File: src/rtl/battleship_game_ctrl_pkg.sv
// Shared types for the battleship game-flow controller: state encoding and fleet-size clamp.
package battleship_pkg;

  localparam int STATE_W = 3;

  typedef enum logic [STATE_W-1:0] {
    ST_DECISION    = 3'd0,
    ST_COLOCATION  = 3'd1,
    ST_SETUP       = 3'd2,
    ST_PLAYER_TURN = 3'd3,
    ST_PC_TURN     = 3'd4,
    ST_VICTORY     = 3'd5,
    ST_DEFEAT      = 3'd6
  } game_state_t;

  // A zero request still yields a playable one-ship game.
  function automatic int clamp_ships(input int sel, input int max_ships);
    if (sel <= 0)
      return 1;
    else if (sel > max_ships)
      return max_ships;
    else
      return sel;
  endfunction

endpackage

File: src/rtl/battleship_game_ctrl_if.sv
// Game-flow signal bundle between the board/placement logic (master) and the controller (slave).
interface battleship_game_ctrl_if
  import battleship_pkg::*;
#(
  parameter int SHIP_W     = 3,
  parameter int TURN_CNT_W = 8
);
  logic [SHIP_W-1:0]     ships_sel;
  logic                  ships_decided;
  logic                  finished_placing;
  logic                  finished_setup;
  logic                  player_move;
  logic                  player_sunk;
  logic                  pc_move;
  logic                  pc_sunk;
  logic [STATE_W-1:0]    state_code;
  logic                  decision_st;
  logic                  colocation_st;
  logic                  setup_st;
  logic                  player_turn_st;
  logic                  pc_turn_st;
  logic                  victory_st;
  logic                  defeat_st;
  logic [SHIP_W-1:0]     fleet_size;
  logic [SHIP_W-1:0]     player_ships_left;
  logic [SHIP_W-1:0]     pc_ships_left;
  logic [TURN_CNT_W-1:0] turn_count;
  logic                  turn_timeout;

  modport master (
    output ships_sel, ships_decided, finished_placing, finished_setup,
           player_move, player_sunk, pc_move, pc_sunk,
    input  state_code, decision_st, colocation_st, setup_st, player_turn_st,
           pc_turn_st, victory_st, defeat_st, fleet_size, player_ships_left,
           pc_ships_left, turn_count, turn_timeout
  );

  modport slave (
    input  ships_sel, ships_decided, finished_placing, finished_setup,
           player_move, player_sunk, pc_move, pc_sunk,
    output state_code, decision_st, colocation_st, setup_st, player_turn_st,
           pc_turn_st, victory_st, defeat_st, fleet_size, player_ships_left,
           pc_ships_left, turn_count, turn_timeout
  );
endinterface

File: src/rtl/battleship_game_ctrl_turn_timer.sv
// Per-turn down-counter; expired is registered and stays high at zero until the next load.
module turn_timer #(
  parameter int TURN_TIMEOUT = 50000000,
  parameter int TIMER_W      = 26
) (
  input  logic clk,
  input  logic rst,
  input  logic load,
  input  logic enable,
  output logic expired
);

  logic [TIMER_W-1:0] count_q;

  always_ff @(posedge clk or negedge rst) begin
    if (!rst) begin
      count_q <= '0;
      expired <= 1'b0;
    end else if (load) begin
      count_q <= TIMER_W'(TURN_TIMEOUT - 1);
      expired <= 1'b0;
    end else if (enable && (count_q != '0)) begin
      count_q <= count_q - TIMER_W'(1);
      expired <= (count_q == TIMER_W'(1));
    end
  end

endmodule

File: src/rtl/battleship_game_ctrl.sv
// Battleship game-flow controller: DECISION -> COLOCATION -> SETUP -> alternating turns -> VICTORY/DEFEAT.
// Optional per-turn timeout enabled by defining BATTLESHIP_TURN_TIMER_EN.
module battleship_game_ctrl
  import battleship_pkg::*;
#(
  parameter int MAX_SHIPS    = 7,
  parameter int SHIP_W       = 3,
  parameter int TURN_TIMEOUT = 50000000,
  parameter int TIMER_W      = 26,
  parameter int TURN_CNT_W   = 8
) (
  input  logic                  clk,
  input  logic                  rst,
  battleship_game_ctrl_if.slave bus
);

  game_state_t           state_q, state_d;
  logic [SHIP_W-1:0]     fleet_q, fleet_d;
  logic [SHIP_W-1:0]     player_left_q, player_left_d;
  logic [SHIP_W-1:0]     pc_left_q, pc_left_d;
  logic [TURN_CNT_W-1:0] turn_cnt_q, turn_cnt_d;
  logic                  timeout_q, timeout_d;
  logic                  tmr_load, tmr_en, tmr_expired;
  logic [SHIP_W-1:0]     clamped;

  function automatic logic [SHIP_W-1:0] dec_sat(input logic [SHIP_W-1:0] v);
    return (v == '0) ? '0 : v - SHIP_W'(1);
  endfunction

  function automatic logic [TURN_CNT_W-1:0] inc_sat(input logic [TURN_CNT_W-1:0] v);
    return (v == '1) ? v : v + TURN_CNT_W'(1);
  endfunction

  assign clamped = SHIP_W'(clamp_ships(int'(bus.ships_sel), MAX_SHIPS));

  always_comb begin
    state_d       = state_q;
    fleet_d       = fleet_q;
    player_left_d = player_left_q;
    pc_left_d     = pc_left_q;
    turn_cnt_d    = turn_cnt_q;
    timeout_d     = 1'b0;
    tmr_load      = 1'b0;
    tmr_en        = 1'b0;
    case (state_q)
      ST_DECISION: begin
        if (bus.ships_decided) begin
          fleet_d       = clamped;
          player_left_d = clamped;
          pc_left_d     = clamped;
          state_d       = ST_COLOCATION;
        end
      end
      ST_COLOCATION: if (bus.finished_placing) state_d = ST_SETUP;
      ST_SETUP: begin
        if (bus.finished_setup) begin
          state_d  = ST_PLAYER_TURN;
          tmr_load = 1'b1;
        end
      end
      ST_PLAYER_TURN: begin
        if (bus.player_move || tmr_expired) begin
          tmr_load   = 1'b1;
          timeout_d  = !bus.player_move;
          state_d    = ST_PC_TURN;
          turn_cnt_d = inc_sat(turn_cnt_q);
          if (bus.player_move && bus.player_sunk) begin
            pc_left_d = dec_sat(pc_left_q);
            if (dec_sat(pc_left_q) == '0) begin
              state_d    = ST_VICTORY;
              turn_cnt_d = turn_cnt_q;
            end
          end
        end else begin
          tmr_en = 1'b1;
        end
      end
      ST_PC_TURN: begin
        if (bus.pc_move || tmr_expired) begin
          tmr_load   = 1'b1;
          timeout_d  = !bus.pc_move;
          state_d    = ST_PLAYER_TURN;
          turn_cnt_d = inc_sat(turn_cnt_q);
          if (bus.pc_move && bus.pc_sunk) begin
            player_left_d = dec_sat(player_left_q);
            if (dec_sat(player_left_q) == '0) begin
              state_d    = ST_DEFEAT;
              turn_cnt_d = turn_cnt_q;
            end
          end
        end else begin
          tmr_en = 1'b1;
        end
      end
      ST_VICTORY, ST_DEFEAT: ;
      default: state_d = ST_DECISION;
    endcase
  end

  always_ff @(posedge clk or negedge rst) begin
    if (!rst) begin
      state_q       <= ST_DECISION;
      fleet_q       <= '0;
      player_left_q <= '0;
      pc_left_q     <= '0;
      turn_cnt_q    <= '0;
      timeout_q     <= 1'b0;
    end else begin
      state_q       <= state_d;
      fleet_q       <= fleet_d;
      player_left_q <= player_left_d;
      pc_left_q     <= pc_left_d;
      turn_cnt_q    <= turn_cnt_d;
      timeout_q     <= timeout_d;
    end
  end

`ifdef BATTLESHIP_TURN_TIMER_EN
  turn_timer #(
    .TURN_TIMEOUT (TURN_TIMEOUT),
    .TIMER_W      (TIMER_W)
  ) u_turn_timer (
    .clk     (clk),
    .rst     (rst),
    .load    (tmr_load),
    .enable  (tmr_en),
    .expired (tmr_expired)
  );
  assign bus.turn_timeout = timeout_q;
`else
  // Without the timer a turn only ends on a move.
  logic unused_tmr;
  assign tmr_expired      = 1'b0;
  assign bus.turn_timeout = 1'b0;
  assign unused_tmr       = ^{tmr_load, tmr_en, timeout_q, TIMER_W'(TURN_TIMEOUT)};
`endif

  assign bus.state_code        = state_q;
  assign bus.decision_st       = (state_q == ST_DECISION);
  assign bus.colocation_st     = (state_q == ST_COLOCATION);
  assign bus.setup_st          = (state_q == ST_SETUP);
  assign bus.player_turn_st    = (state_q == ST_PLAYER_TURN);
  assign bus.pc_turn_st        = (state_q == ST_PC_TURN);
  assign bus.victory_st        = (state_q == ST_VICTORY);
  assign bus.defeat_st         = (state_q == ST_DEFEAT);
  assign bus.fleet_size        = fleet_q;
  assign bus.player_ships_left = player_left_q;
  assign bus.pc_ships_left     = pc_left_q;
  assign bus.turn_count        = turn_cnt_q;

endmodule

File: src/flat_wrapper.sv
// flat-port wrapper written by rule: the top's interface ports become plain ports
module battleship_game_ctrl_flat import battleship_pkg::*;
#(
  parameter int MAX_SHIPS    = 7,
  parameter int SHIP_W       = 3,
  parameter int TURN_TIMEOUT = 50000000,
  parameter int TIMER_W      = 26,
  parameter int TURN_CNT_W   = 8
)
  (clk, rst, bus_ships_sel, bus_ships_decided, bus_finished_placing, bus_finished_setup, bus_player_move, bus_player_sunk, bus_pc_move, bus_pc_sunk, bus_state_code, bus_decision_st, bus_colocation_st, bus_setup_st, bus_player_turn_st, bus_pc_turn_st, bus_victory_st, bus_defeat_st, bus_fleet_size, bus_player_ships_left, bus_pc_ships_left, bus_turn_count, bus_turn_timeout);
  battleship_game_ctrl_if #(.SHIP_W(SHIP_W), .TURN_CNT_W(TURN_CNT_W)) bus_i ();
  input  logic clk;
  input  logic rst;
  input wire logic [$bits(bus_i.ships_sel)-1:0] bus_ships_sel;
  input wire logic [$bits(bus_i.ships_decided)-1:0] bus_ships_decided;
  input wire logic [$bits(bus_i.finished_placing)-1:0] bus_finished_placing;
  input wire logic [$bits(bus_i.finished_setup)-1:0] bus_finished_setup;
  input wire logic [$bits(bus_i.player_move)-1:0] bus_player_move;
  input wire logic [$bits(bus_i.player_sunk)-1:0] bus_player_sunk;
  input wire logic [$bits(bus_i.pc_move)-1:0] bus_pc_move;
  input wire logic [$bits(bus_i.pc_sunk)-1:0] bus_pc_sunk;
  output wire logic [$bits(bus_i.state_code)-1:0] bus_state_code;
  output wire logic [$bits(bus_i.decision_st)-1:0] bus_decision_st;
  output wire logic [$bits(bus_i.colocation_st)-1:0] bus_colocation_st;
  output wire logic [$bits(bus_i.setup_st)-1:0] bus_setup_st;
  output wire logic [$bits(bus_i.player_turn_st)-1:0] bus_player_turn_st;
  output wire logic [$bits(bus_i.pc_turn_st)-1:0] bus_pc_turn_st;
  output wire logic [$bits(bus_i.victory_st)-1:0] bus_victory_st;
  output wire logic [$bits(bus_i.defeat_st)-1:0] bus_defeat_st;
  output wire logic [$bits(bus_i.fleet_size)-1:0] bus_fleet_size;
  output wire logic [$bits(bus_i.player_ships_left)-1:0] bus_player_ships_left;
  output wire logic [$bits(bus_i.pc_ships_left)-1:0] bus_pc_ships_left;
  output wire logic [$bits(bus_i.turn_count)-1:0] bus_turn_count;
  output wire logic [$bits(bus_i.turn_timeout)-1:0] bus_turn_timeout;
  assign bus_i.ships_sel = bus_ships_sel;
  assign bus_i.ships_decided = bus_ships_decided;
  assign bus_i.finished_placing = bus_finished_placing;
  assign bus_i.finished_setup = bus_finished_setup;
  assign bus_i.player_move = bus_player_move;
  assign bus_i.player_sunk = bus_player_sunk;
  assign bus_i.pc_move = bus_pc_move;
  assign bus_i.pc_sunk = bus_pc_sunk;
  assign bus_state_code = bus_i.state_code;
  assign bus_decision_st = bus_i.decision_st;
  assign bus_colocation_st = bus_i.colocation_st;
  assign bus_setup_st = bus_i.setup_st;
  assign bus_player_turn_st = bus_i.player_turn_st;
  assign bus_pc_turn_st = bus_i.pc_turn_st;
  assign bus_victory_st = bus_i.victory_st;
  assign bus_defeat_st = bus_i.defeat_st;
  assign bus_fleet_size = bus_i.fleet_size;
  assign bus_player_ships_left = bus_i.player_ships_left;
  assign bus_pc_ships_left = bus_i.pc_ships_left;
  assign bus_turn_count = bus_i.turn_count;
  assign bus_turn_timeout = bus_i.turn_timeout;
  battleship_game_ctrl #(.MAX_SHIPS(MAX_SHIPS), .SHIP_W(SHIP_W), .TURN_TIMEOUT(TURN_TIMEOUT), .TIMER_W(TIMER_W), .TURN_CNT_W(TURN_CNT_W)) u_core (.clk(clk), .rst(rst), .bus(bus_i));
endmodule
File: config.mk
export PLATFORM = sky130hd
export DESIGN_NAME = battleship_game_ctrl_flat
export DESIGN_NICKNAME = d
export VERILOG_FILES = /design/src/rtl/battleship_game_ctrl_pkg.sv /design/src/rtl/battleship_game_ctrl_if.sv /design/src/rtl/battleship_game_ctrl_turn_timer.sv /design/src/rtl/battleship_game_ctrl.sv /design/src/flat_wrapper.sv
export SDC_FILE = /design/constraint.sdc
export NUM_CORES = 1
export LEC_CHECK = 0
export ABC_AREA = 1
export BUFFER_PORTS_ARGS = -buffer_cell sky130_fd_sc_hd__buf_2
export CORE_MARGIN = 3
export CORE_UTILIZATION = 47
export CTS_CLUSTER_DIAMETER = 50
export CTS_CLUSTER_SIZE = 8
export DETAILED_ROUTE_END_ITERATION = 8
export GPL_TIMING_DRIVEN = 1
export MAX_ROUTING_LAYER = met4
export PLACE_DENSITY = 0.83
export RECOVER_POWER = 25
export SETUP_SLACK_MARGIN = 0.5
export SYNTH_ARGS = -nofsm -noshare
export SYNTH_HDL_FRONTEND = slang
export SYNTH_SLANG_ARGS = --single-unit
File: constraint.sdc
create_clock -name clk -period 1.6 [get_ports clk]
set_input_delay 0.32 -clock clk [delete_from_list [all_inputs] [get_ports clk]]
set_output_delay 0.32 -clock clk [all_outputs]
set_load 0.01 [all_outputs]
* Yosys cells after proc, flatten, opt, wreduce, memory -nomap -nowiden *
Index checks and enable logic that the tools add are counted.

word-level totals
  register bits after elaboration = 20
  input port bits = 12

cells by class
  add/sub/neg operators = 3
  $lt $le $gt $ge = 1
  equal/unequal tests = 16
  multiplexer cells = 28
  bitwise logic cells = 1
  reduce and logical (&&, ||, !) cells = 16

operators with widths
  cell                                                                    count
  8-bit 2-to-1 mux                                                        7
  3-bit 2-to-1 mux                                                        16
  3-bit one-hot mux with 6 select lines                                   1
  8-bit one-hot mux with 2 select lines                                   1
  3-bit logical NOT                                                       5
  3-bit one-hot mux with 2 select lines                                   2
  2-bit != test (second input constant)                                   5
  3-bit equality test (second input constant)                             3
  8-bit by 1-bit adder with 8-bit output (second input constant)          1
  8-bit equality test (second input constant)                             1
  4-bit AND reduction                                                     2
  3-bit by 2-bit equality test with 1-bit output (second input constant)  2
  3-bit != test (second input constant)                                   2
  6-bit AND reduction                                                     1
  2-bit nonzero test                                                      3
  3-bit by 1-bit subtractor with 3-bit output (second input constant)     2
  5-bit AND reduction                                                     1
  2-bit by 1-bit != test with 1-bit output (second input constant)        2
  3-bit by 1-bit equality test with 1-bit output (second input constant)  1
  3-bit by 1-bit <= comparator with 1-bit output (second input constant)  1
  1-bit logical AND                                                       2
  2-bit AND reduction                                                     1
  2-bit OR reduction                                                      1
  1-bit 2-to-1 mux                                                        1
  1-bit inverter                                                          1

* Depth between registers and ports, before layout *
  word-level depth = 7
  mapped depth = 11
  depth with buffers taken out = 11

* Worst setup path before layout *
OpenSTA, ideal clock, no wires.

  kind = reg2reg
  start point = reg u_core.player_left_q[1] (netlist: u_core.bus.player_ships_left[1])
  end point = reg u_core.turn_cnt_q[2] (netlist: u_core.bus.turn_count[2])
  arrival = 1.534 ns
  data required time = 1.534 ns
  path slack = 0.000 ns
  stages on the path, launching flop included = 11
  buffers on the path = 0
  path through = dfrtp_1 -> nor2_1 -> inv_1 -> ha_1 -> inv_1 -> nand3_1 -> nor2_1 -> nand3_4 -> nand3_4 -> nand2_1 -> nand2_1

between the ends
  longest elaborated chain between the ends = 5
  elaborated cells between the ends (all ways) = 6

RTL lines
  element                                                                           RTL line                     RTL
  start: declaration                                                                battleship_game_ctrl.sv:19   logic [SHIP_W-1:0] player_left_q, player_left_d;
  start signal: assignment                                                          battleship_game_ctrl.sv:111  player_left_q <= player_left_d;
  3-bit by 1-bit subtractor with 3-bit output or 3-bit logical NOT (tied branches)  battleship_game_ctrl.sv:27   return (v == '0) ? '0 : v - SHIP_W'(1);
  3-bit 2-to-1 mux *                                                                battleship_game_ctrl.sv:27
  3-bit logical NOT *                                                               battleship_game_ctrl.sv:86   if (dec_sat(player_left_q) == '0) begin
  3-bit != test (no source line) *                                                  --
  5-bit AND reduction (no source line) *                                            --
  end signal: assignment                                                            battleship_game_ctrl.sv:113  turn_cnt_q <= turn_cnt_d;
  end: declaration                                                                  battleship_game_ctrl.sv:21   logic [TURN_CNT_W-1:0] turn_cnt_q, turn_cnt_d;

Mark *: on every way between the ends. The rest lies on a longest branch, timed or not.
A chain may end at the register's enable or synchronous reset.

* Final worst setup path *
  start point = reg u_core.player_left_q[0] (netlist: u_core.bus.player_ships_left[0])
  end point = reg u_core.turn_cnt_q[2] (netlist: u_core.bus.turn_count[2])

Same word-level chain as after synthesis.

==> flow_results.org <==
** Drt
- Summing over every cut layer, the via total after detailed routing is 1877.
- Wires add up to 6200 um.
- Average vias per placed instance :: 5.62
- Average wire per standard cell :: 18.6 um
- Number of DRC violations after detailed-routing iteration 0 :: 147
- The count of nets left with antenna violations once routing finished came out at 0.
- DRC errors left :: 0
- The first detailed-routing pass took 5 iterations.

** Setup path
- Maximum net fanout on the critical path :: 8
- R2R cell count :: 10
- The worst setup path is captured at a flop.
- Crit path required time :: 1.87 ns
- The endpoint identified for the worst register-to-register timing path is u_core.bus.turn_count[2].
- The critical path in this run is classified as reg -> reg.
- Crit path arrival time :: 1.99 ns
- Counting stages on the worst path, the most repeated cell is sky130_fd_sc_hd__nand3_4.
- STA classifies the critical path startpoint as a flop.
- The worst register-to-register path has a setup slack of -0.12 ns.
- Startpoint of the worst register-to-register path :: u_core.bus.player_ships_left[0]
- For this run, the slowest stage of the critical path takes 0.46 ns.
- Critical Path Slowest Stage Cell :: sky130_fd_sc_hd__dfrtp_2
- Traced cell by cell, the critical path runs through nor2_4, inv_2, ha_4, inv_4, nand3_4, nor2_4, nand3_4, nand3_4, nand2_1, nand2_1.

** Layout
- Share of post-route cells with drive strength above 1 :: 57.9%
- Once layout is done, the placed cells without fillers occupy 0.00265 mm2.
- Area of the multi-input gates :: 0.00113 mm2
- Area growth from synthesis to final layout :: 73.2%
- After filler insertion, the fill cell instance count of the layout stands at 139.
- Layout Nets :: 308
- Area occupied by registers :: 507 um2
- Measured on the finished design, the core utilization comes to 86.0%.
- 0 antenna diodes ended up in the layout.

** Logic synthesis
- After synthesis, the netlist uses 33 different library cells.
- Post-synthesis instance total :: 197
- Of all flip-flops after synthesis, the portion carrying an async set or reset was 100%.
- Dividing the synthesized area by the synthesized cell count gives 7.75 um2.
- In this run the cell area of the synthesized design comes to 0.00153 mm2.
- Sequential elements use 32.8% of the synthesized area.
- Synth warn :: 0
- Net count of the mapped netlist :: 214
- The largest total area in the synthesized netlist belongs to sky130_fd_sc_hd__dfrtp_1.
- In this run, synthesis produced a sequential element count of 20.
- Number of synthesized flops with an enable pin :: 0
- Largest cells by area after synthesis :: sky130_fd_sc_hd__dfrtp_1 33%, sky130_fd_sc_hd__nand2_1 16%, sky130_fd_sc_hd__inv_1 5.4%, sky130_fd_sc_hd__nand3_4 4.6%, sky130_fd_sc_hd__nand4_1 4.5%
- Proportion of netlist area held by the largest area contributor :: 32.8%
- Among all flip-flop cells after synthesis, the most frequent one is sky130_fd_sc_hd__dfrtp_1.

** Global route
- Grt peak-use layer :: met2
- For this run the aggregate overflow at the end of global routing stands at 0.
- Met1 layer usage reported by global route :: 31.0%
- Initial antenna violation count :: 0
- Vias in the first global route :: 1699
- For met3 alone, demand over resource in global routing was 5.58%.
- Overall global routing resource usage :: 25.8%
- Grt met2 use :: 42.4%
- The first global-routing pass estimated 7910 um of wire.
- Pin count of the biggest net entering global routing :: 21

** Clock network
- Number of H-tree levels :: 1
- The tree built by TritonCTS fans out to 20 sinks.
- Total CTS buffers :: 3
- TritonCTS built the clock tree.
- Buffer type at the clock tree root :: sky130_fd_sc_hd__clkbuf_4
- Maximum clock insertion buffer count :: 2
- The clock reaches the later pin of the worst-skew pair after 0.33 ns.
- Clock transition at the registers of the reported paths :: 0.15 ns

** Timing
- The worst pin sits at a relative slew slack of 62.6%.
- Count of final hold-check violations :: 0
- After routing, the total negative slack on setup checks comes to -0.876 ns.
- Final Skew :: 0.0245 ns
- Setup slack on the critical path of the routed design comes to -0.120 ns.
- For the pin with the worst max-slew slack, the measured transition is 0.560 ns.
- Final number of max-transition violations :: 0
- Setup violations remaining at the end of the flow were counted as 11.
- After layout, the minimum clock period comes to 1.72 ns.
- Fraction of the cycle the final worst path needs :: 107%
- RSZ-0062 raised after global routing :: yes
- Highest Clock Rate :: 0.581 GHz

** Outcome
- The flow ran to the end, but the final reports show violations.
- Failing checks :: setup timing

** Hold path
- The path with the worst hold slack has its endpoint at u_core.bus.fleet_size[1].
- In this run the worst hold path is classified as in -> reg.
- The startpoint identified for the worst hold timing path is bus_ships_sel[1].
- Hold depth :: 3

** Floorplan
- The floorplan step set the die height to 63.0 um.
- Cell row count :: 20
- The die is 63.0 um wide.
- Once the floorplan was initialized, standard cells occupied 49.6% of the core.
- I/O pin count :: 40
- Placeable core area :: 0.00308 mm2
- The die covers 0.00397 mm2.

** Power and ir drop
- The worst-case IR drop observed on VDD is 0.371 mV.
- Summed over all cells, the static leakage comes to 1.33 nW.
- Power spread over the standard cell area amounts to 367 mW/mm2.
- Total power for the finished layout comes to 0.970 mW.

** Run
- Max_cap viols :: 0

** Placed design
- Estimated wirelength of the detail-placed design :: 2730 um
- Placed instance area :: 0.00191 mm2
- Placer's final routability congestion estimate :: 0.809
- # port buffers :: 38
-- layer usage --
layer  vias up  part of all wire, %
met5         -                    0
met4         0                  4.5
met3        30                  9.8
met2       131                   48
met1       893                   38
li1        823                    -
-- power by group --
group,switching (mW),total [mW],internal (mW)
logic,0.0763,0.132,0.0554
registers,0.00696,0.517,0.510
clock network,0.183,0.322,0.139
total,0.266,0.970,0.704
-- critical path: cells and delay by family (launching register included) --
family        cells  cell delay [ns]
buf+inv           2             0.13
fa+ha+maj         1             0.16
flops             1             0.46
simple gates      7             0.90
-- layout by cell type, fill, tap and decap left out, types with 8 or more instances in the layout --
| master | n |
|---|---|
| sky130_fd_sc_hd__buf_6 | 31 |
| sky130_fd_sc_hd__dfrtp_1 | 15 |
| sky130_fd_sc_hd__nand4_1 | 11 |
| sky130_fd_sc_hd__inv_1 | 17 |
| sky130_fd_sc_hd__nand2_1 | 44 |
| sky130_fd_sc_hd__nor2_4 | 8 |
| sky130_fd_sc_hd__nand2_4 | 8 |
| sky130_fd_sc_hd__buf_4 | 33 |
| sky130_fd_sc_hd__nand2_2 | 16 |
| sky130_fd_sc_hd__buf_2 | 23 |
-- through the flow --
stage / instances / hold WS (ns) / worst slack, ns
floorplan: 197 / 0.0244 / 0.141
global placement: 283 / 0.298 / 0.0905
detailed placement: 283 / 0.297 / 0.0316
CTS: 317 / 0.258 / 0.0399
global route: 334 / 0.269 / -0.207
finish: 334 / 0.282 / -0.120
-- cell families after synthesis --
| kind of cell | after synthesis | share of synthesized area [%] |
|---|---|---|
| other cells | 1 | 0.245 |
| fa+ha+maj | 5 | 4.10 |
| xor+xnor | 3 | 1.72 |
| simple gates | 118 | 42.7 |
| flops | 20 | 32.8 |
| buf+inv | 30 | 9.50 |
| compound gates | 20 | 9.01 |
-- sequential cells by signal (all words and copies together) (netlist names) --
name / flops
u_core.bus.fleet_size: 3
u_core.bus.pc_ships_left: 3
u_core.bus.player_ships_left: 3
u_core.bus.state_code: 3
u_core.bus.turn_count: 8
-- cells in the mapped netlist, drive strengths merged (4+ instances only) --
cell type,n
nand3,11
dfrtp,20
ha,5
nor3,4
nand4,11
inv,24
nor2,19
o21ai,12
buf,4
nand2,70
-- worst max-delay path by stage --
stage	slack [ns]	to	depth (start not counted)	startpoint
after global placement	0.09	u_core.bus.turn_count[7]	10	u_core.bus.player_ships_left[0]
after detailed placement	0.03	u_core.bus.turn_count[2]	10	u_core.bus.player_ships_left[0]
final	-0.12	u_core.bus.turn_count[2]	10	u_core.bus.player_ships_left[0]
after global routing	-0.21	u_core.bus.turn_count[2]	10	u_core.bus.player_ships_left[0]
after floorplan	0.14	u_core.bus.turn_count[2]	10	u_core.bus.player_ships_left[0]
after CTS	0.04	u_core.bus.turn_count[6]	10	u_core.bus.player_ships_left[1]
-- what timing repair did --
item,in CTS,in global routing
endpoints found under the setup margin,47,47
buffers inserted,28,17
hold endpoints to repair,20,0
pin swaps,24,16
resized for setup,32,46
hold buffers,1,0
gates cloned,1,0
-- final cells by class --
cell class	instances	area share, %
tap	44	2.08
clock buffer	4	1.37
sequential	20	19.1
inverter	26	5.30
multi-input combinational	148	42.6
timing repair buffer	92	29.6
(Power assumes the default switching activity.)
